[src/rtl/tdc_interval_counter_mc.sv]
// Multi-channel coarse TDC interval counter. A shared start edge arms every channel,
// and per-channel stop edges end the interval. Results merge round-robin into one valid/ready stream.
module tdc_interval_counter_mc #(
   parameter int N_CH  = 4,
   parameter int CNT_W = 12,
   parameter int CH_W  = (N_CH > 1) ? $clog2(N_CH) : 1
) (
   input  logic             clk,
   input  logic             rst,
   input  logic             en,
   input  logic [1:0]       edge_sel,
   input  logic             ref_in,
   input  logic [N_CH-1:0]  sig_in,
   input  logic             clr_err,
   output logic             out_valid,
   input  logic             out_ready,
   output logic [CH_W-1:0]  out_ch,
   output logic [CNT_W-1:0] out_time,
   output logic             out_ovf,
   output logic [N_CH-1:0]  busy,
   output logic [N_CH-1:0]  drop_err,
   output logic [N_CH-1:0]  lost_err
);

   typedef enum logic {IDLE = 1'b0, COUNTING = 1'b1} ch_state_e;

   localparam logic [CNT_W-1:0] CNT_MAX = {CNT_W{1'b1}};
   localparam logic [CNT_W-1:0] CNT_ONE = CNT_W'(1);

   logic                        ref_in_q;
   logic [N_CH-1:0]             sig_in_q;
   ch_state_e                   state_q [N_CH];
   ch_state_e                   state_d [N_CH];
   logic [N_CH-1:0][CNT_W-1:0]  cnt_q, cnt_d;
   logic [N_CH-1:0]             pend_q, pend_d;
   logic [N_CH-1:0][CNT_W-1:0]  pend_time_q, pend_time_d;
   logic [N_CH-1:0]             pend_ovf_q, pend_ovf_d;
   logic                        out_valid_q, out_valid_d;
   logic [CH_W-1:0]             out_ch_q, out_ch_d;
   logic [CNT_W-1:0]            out_time_q, out_time_d;
   logic                        out_ovf_q, out_ovf_d;
   logic [CH_W-1:0]             rr_ptr_q, rr_ptr_d;
   logic [N_CH-1:0]             drop_err_q, drop_err_d;
   logic [N_CH-1:0]             lost_err_q, lost_err_d;

   logic                        start_edge;
   logic [N_CH-1:0]             stop_edge;
   logic [N_CH-1:0]             cap_vld;
   logic [N_CH-1:0]             cap_ovf;
   logic [N_CH-1:0]             lost_set;
   logic [N_CH-1:0]             drop_set;
   logic                        out_load;
   logic                        grant_vld;
   logic [CH_W-1:0]             grant_idx;

   function automatic logic qual_edge(input logic x, input logic x_prev, input logic [1:0] sel);
      case (sel)
         2'd0:    return x & ~x_prev;
         2'd1:    return ~x & x_prev;
         default: return x ^ x_prev;
      endcase
   endfunction

   function automatic logic [CH_W-1:0] rr_index(input logic [CH_W-1:0] base, input int k);
      return CH_W'((int'(base) + k) % N_CH);
   endfunction

   always_comb begin
      // NOTE: every signal is given a default before any branch, so no path can infer a latch.
      start_edge = qual_edge(ref_in, ref_in_q, edge_sel);
      stop_edge  = '0;
      for (int i = 0; i < N_CH; i++) begin
         stop_edge[i] = qual_edge(sig_in[i], sig_in_q[i], edge_sel);
      end
   end

   // Per-channel interval FSM; stop edges in IDLE are ignored.
   always_comb begin
      state_d  = state_q;
      cnt_d    = cnt_q;
      cap_vld  = '0;
      cap_ovf  = '0;
      lost_set = '0;
      for (int i = 0; i < N_CH; i++) begin
         if (!en) begin
            state_d[i] = IDLE;
         end else if (state_q[i] == IDLE) begin
            if (start_edge) begin
               state_d[i] = COUNTING;
               cnt_d[i]   = CNT_ONE;
            end
         end else if (stop_edge[i]) begin
            cap_vld[i] = 1'b1;
            if (start_edge) begin
               cnt_d[i] = CNT_ONE;
            end else begin
               state_d[i] = IDLE;
            end
         end else if (start_edge) begin
            lost_set[i] = 1'b1;
            cnt_d[i]    = CNT_ONE;
         end else if (cnt_q[i] == CNT_MAX) begin
            cap_vld[i]  = 1'b1;
            cap_ovf[i]  = 1'b1;
            state_d[i]  = IDLE;
         end else begin
            cnt_d[i] = cnt_q[i] + CNT_ONE;
         end
      end
   end

   always_comb begin
      grant_vld = 1'b0;
      grant_idx = '0;
      for (int k = 0; k < N_CH; k++) begin
         if (!grant_vld && pend_q[rr_index(rr_ptr_q, k)]) begin
            grant_vld = 1'b1;
            grant_idx = rr_index(rr_ptr_q, k);
         end
      end
   end

   // Grant clears the slot first, so a capture into the granted channel lands instead of dropping.
   always_comb begin
      out_load    = ~out_valid_q | out_ready;
      out_valid_d = out_valid_q;
      out_ch_d    = out_ch_q;
      out_time_d  = out_time_q;
      out_ovf_d   = out_ovf_q;
      rr_ptr_d    = rr_ptr_q;
      pend_d      = pend_q;
      pend_time_d = pend_time_q;
      pend_ovf_d  = pend_ovf_q;
      drop_set    = '0;
      if (out_load) begin
         out_valid_d = grant_vld;
         if (grant_vld) begin
            out_ch_d          = grant_idx;
            out_time_d        = pend_time_q[grant_idx];
            out_ovf_d         = pend_ovf_q[grant_idx];
            pend_d[grant_idx] = 1'b0;
            rr_ptr_d          = (grant_idx == CH_W'(N_CH - 1)) ? '0 : grant_idx + CH_W'(1);
         end
      end
      for (int i = 0; i < N_CH; i++) begin
         if (cap_vld[i]) begin
            if (pend_d[i]) begin
               drop_set[i] = 1'b1;
            end else begin
               pend_d[i]      = 1'b1;
               pend_time_d[i] = cnt_q[i];
               pend_ovf_d[i]  = cap_ovf[i];
            end
         end
      end
      drop_err_d = (drop_err_q & ~{N_CH{clr_err}}) | drop_set;
      lost_err_d = (lost_err_q & ~{N_CH{clr_err}}) | lost_set;
   end

   always_ff @(posedge clk) begin
      // NOTE: sequential state uses non-blocking assignments only, so every flop samples pre-edge values.
      if (rst) begin
         ref_in_q    <= 1'b0;
         sig_in_q    <= '0;
         pend_q      <= '0;
         out_valid_q <= 1'b0;
         out_ch_q    <= '0;
         out_time_q  <= '0;
         out_ovf_q   <= 1'b0;
         rr_ptr_q    <= '0;
         drop_err_q  <= '0;
         lost_err_q  <= '0;
         for (int i = 0; i < N_CH; i++) begin
            state_q[i] <= IDLE;
         end
      end else begin
         ref_in_q    <= ref_in;
         sig_in_q    <= sig_in;
         pend_q      <= pend_d;
         out_valid_q <= out_valid_d;
         out_ch_q    <= out_ch_d;
         out_time_q  <= out_time_d;
         out_ovf_q   <= out_ovf_d;
         rr_ptr_q    <= rr_ptr_d;
         drop_err_q  <= drop_err_d;
         lost_err_q  <= lost_err_d;
         for (int i = 0; i < N_CH; i++) begin
            state_q[i] <= state_d[i];
         end
      end
   end

   // NOTE: count and slot data are only read when state/pend qualify them, so they carry no reset.
   always_ff @(posedge clk) begin
      cnt_q       <= cnt_d;
      pend_time_q <= pend_time_d;
      pend_ovf_q  <= pend_ovf_d;
   end

   always_comb begin
      busy = '0;
      for (int i = 0; i < N_CH; i++) begin
         busy[i] = (state_q[i] == COUNTING);
      end
   end

   assign out_valid = out_valid_q;
   assign out_ch    = out_ch_q;
   assign out_time  = out_time_q;
   assign out_ovf   = out_ovf_q;
   assign drop_err  = drop_err_q;
   assign lost_err  = lost_err_q;

endmodule
[config.mk]
export PLATFORM = sky130hd
export DESIGN_NAME = tdc_interval_counter_mc
export DESIGN_NICKNAME = d
export VERILOG_FILES = /design/src/rtl/tdc_interval_counter_mc.sv
export SDC_FILE = /design/constraint.sdc
export NUM_CORES = 1
export LEC_CHECK = 0
export CAP_MARGIN = 10
export CORE_ASPECT_RATIO = 1.75
export CORE_UTILIZATION = 30
export CTS_CLUSTER_DIAMETER = 100
export DETAILED_ROUTE_END_ITERATION = 8
export HOLD_SLACK_MARGIN = 0.12
export PLACE_DENSITY_LB_ADDON = 0.25
export SLEW_MARGIN = 20
export SYNTH_ARGS = -nofsm -noshare
export SYNTH_HDL_FRONTEND = slang
export SYNTH_SLANG_ARGS = --single-unit
[constraint.sdc]
create_clock -name clk -period 2.74 [get_ports clk]
set_input_delay 0.274 -clock clk [delete_from_list [all_inputs] [get_ports clk]]
set_output_delay 0.274 -clock clk [all_outputs]
set_load 0.05 [all_outputs]
==> run summary <==
Status: completed
Die width: 113 um
Slew Limit Fails: 0
Min Tclk post-route: 2.53 ns
Leakage: 2.81 nW
Clk slew on worst S/H paths: 0.06 ns
Deepest clock path buffer count: 2
Reg2reg setup slack: 0.21 ns
Full die area: 22200 um^2
Synthesized flop and latch total: 139
Crit path largest cell delay: 0.45 ns
Via Count: 4593
Syn_nets: 603
WHS Endpoint: sig_in_q[0]
H-tree depth: 4
Area Growth Syn to Fin: 23.3%
Mapped Area: 6480 um^2
Nets@finish: 679
Sequential share of power: 47.1%
Largest net degree at the start of global routing: 27
Layout cells sized above 1: 12.9%
Syn avg cell area: 11.3 um^2
Reg-to-reg startpoint: pend_q[1]
Setup Fix Bufs, Post-CTS: 0
Detail Route Antenna Nets: 0
Diode count: 0
Final Hold Fails: 0
Pwr dens: 656 nW/um^2
Actual slew at the worst max-slew pin: 1.02 ns
Worst Hold Class: input pin to flop
Clock skew: 0.00912 ns
Num CTS Buffers: 17
Min-Delay Startpoint: sig_in[0]
Min Hold Slack: 0.451 ns
Slowest cell on the critical path: a21boi_0
Core Box Area: 21000 um^2
Root buffer cell: clkbuf_16
Ys Warns: 0
Worst Hold Depth: 3
Worst slew margin: 31.6%
Capture point of the worst reg-to-reg path: pend_time_q[28]
# setup viols final: 0
DRT Pass-1 Iters: 4
Fill cells: 2035
Worst-Skew Late Latency: 0.42 ns
Die Y: 196 um
CP startpoint: pend_q[1]
# rows: 70
Critical path's most frequent cell: buf_4
Register area share after synthesis: 58.4%
Initial antenna violation count: 0
Gate power share: 9.2%
Ports: 40
Vias in the first global route: 4596
Top FF cell, synth: edfxtp_1
Cells taking the most area after synthesis: edfxtp_1 (46%), dfxtp_1 (12%), xnor2_1 (3.9%)
Cell count after synthesis: 576
TritonCTS clock tree: done
Final worst-path cycle share: 92.5%
R2R cell count: 9
Crit Path Max Fanout: 15
Post-DR vias/cell: 5.01
Max_cap viols: 0
Net switching power: 1.32 mW
Routed length per placed instance: 17.4 um
Worst EP arrival: 2.70 ns
Fmax: 0.395 GHz
Synth cell types: 51
Crit. End Element: flop
Area leader, netlist: edfxtp_1
Placed instance count: 885
Fin cells: 917
Yosys top cell area share: 46.3%
GRT Overall Usage: 15.3%
Clock share of power: 43.7%
Critical path data required time: 2.91 ns
Critical Path, Cell by Cell: nor2b_1 -> a211o_1 -> nand2_1 -> inv_2 -> buf_4 -> ha_1 -> a21boi_0 -> nor2_1 -> buf_4
Crit Path Class: flop to flop
DPL Wire Length: 12200 um
Crit start category: flop
Fraction of power spent switching nets: 25.2%
Gp weighted congestion: 0.790
DRC viols: 0
Post-synth ARST share: 0%
Port bufs: 39
Max rail drop VDD: 0.000389 V
RSZ-0062 raised after global routing: false
First-pass GRT wire length: 25400 um
Num Clock Sinks: 139
EDFF count, synth: 100
GRT overflow: 0
Int Pwr: 3.92 mW
WL final: 15900 um
Starting Density: 30.8%
Iter 0 DRT Violations: 278
worst max path at each step:
stage	endpoint	slack, ns	cells after the start
after floorplan	pend_ovf_q[2]	0.23	8
after global placement	pend_time_q[15]	-0.22	8
after detailed placement	pend_time_q[15]	-0.29	8
after CTS	pend_time_q[19]	0.08	7
after global routing	pend_time_q[29]	0.07	10
final	pend_time_q[28]	0.21	9
registers in the layout (all words and copies together) (netlist names):
name	count
busy	4
cnt_q	48
drop_err	4
lost_err	4
out_ch	2
out_ovf	1
out_time	12
out_valid	1
pend_ovf_q	4
pend_q	4
pend_time_q	48
ref_in_q	1
rr_ptr_q	2
sig_in_q	4
synthesized netlist by cell type, drive strengths merged, types with 6 or more instances:
cell type,n
a21boi,14
a21oi,19
and3,18
buf,11
clkbuf,12
dfxtp,39
edfxtp,100
ha,15
inv,27
mux2i,22
nand2,43
nand2b,6
nand3,18
nor2,58
nor2b,12
nor3,18
nor4,12
o211ai,20
o21ai,27
or3,10
xnor2,29
xor2,6
cell families after synthesis:
logic type      share of synthesized area, %
simple gates                            16.4
flops                                   58.4
compound gates                          10.8
buf+inv                                 3.22
xor+xnor                                4.73
mux                                     3.57
fa+ha+maj                               2.90
layout by cell type (no fill, tap or decap), types with 3 or more instances in the layout:
cell	netlist	layout
a21oi_1	19	19
o211ai_1	18	18
nand4_1	5	5
nand3_1	18	18
nor4_1	11	11
inv_6	0	5
clkbuf_16	0	17
nor2b_1	11	10
nor3_1	18	18
nand2_1	43	43
o31ai_1	3	3
xnor2_1	29	29
and3_1	18	18
or3_1	9	9
xor2_1	6	6
mux2i_1	22	21
edfxtp_1	100	100
nor2_1	56	56
nand2b_1	6	6
a21boi_0	14	14
clkinv_4	0	3
a211oi_1	5	5
inv_1	26	26
clkdlybuf4s50_1	0	39
a2bb2oi_1	3	3
ha_1	15	15
dfxtp_1	39	39
o21ai_0	27	27
and2_1	4	4
buf_4	0	41
metal layers:
| layer | up-vias | wire length, um | track usage, % | share of wire, % |
|---|---|---|---|---|
| li1 | 2259 | - | - | - |
| met1 | 2208 | 6480 | 16.9 | 41 |
| met2 | 107 | 8540 | 27.8 | 54 |
| met3 | 19 | 493 | 3.38 | 3.1 |
| met4 | 0 | 399 | 6.68 | 2.5 |
| met5 | - | 0 | 0 | 0 |
critical path, delay by kind of cell (launching register included):
| family | cells | cell delay, ns |
|---|---|---|
| DFF | 1 | 0.43 |
| and+or+nand+nor | 3 | 0.36 |
| buffers and inverters | 3 | 0.47 |
| adders and majority gates | 1 | 0.26 |
| AOI/OAI and AO/OA | 2 | 0.75 |
power groups by stage:
stage | combinational, mW | sequential, mW | clock (mW)
floorplan | 0.262 | 2.53 | 0
global placement | 0.474 | 2.51 | 0
detailed placement | 0.484 | 2.52 | 0
CTS | 0.487 | 2.47 | 2.34
global route | 0.531 | 2.48 | 2.43
finish | 0.483 | 2.47 | 2.29
through the flow:
stage / TNS, ns / worst slack [ns] / utilization [%] / total power, mW / cell area [um^2]
final: 0 / 0.206 / 38.0 / 5.25 / 7990
after global routing: 0 / 0.0651 / 38.0 / 5.44 / 7990
after CTS: 0 / 0.0844 / 38.0 / 5.30 / 7990
after detailed placement: -10.56 / -0.289 / 35.2 / 3.00 / 7400
after global placement: -6.93 / -0.218 / 35.2 / 2.98 / 7400
after floorplan: 0 / 0.232 / - / 2.79 / 6480
repair_timing:
item                       CTS  global route
gates resized for setup      0             1
setup endpoints to repair    0            13
hold buffers                 0             0
cell type report:
| cell class | instances | area (um^2) | share of cell area [%] |
|---|---|---|---|
| timing repair buffer | 80 | 698 | 8.73 |
| sequential | 139 | 3780 | 47.3 |
| clock inverter | 14 | 161 | 2.02 |
| tap | 252 | 315 | 3.94 |
| clock buffer | 18 | 429 | 5.37 |
| inverter | 27 | 101 | 1.27 |
| multi-input combinational | 387 | 2500 | 31.3 |
Power figures use the tool's default switching activity.
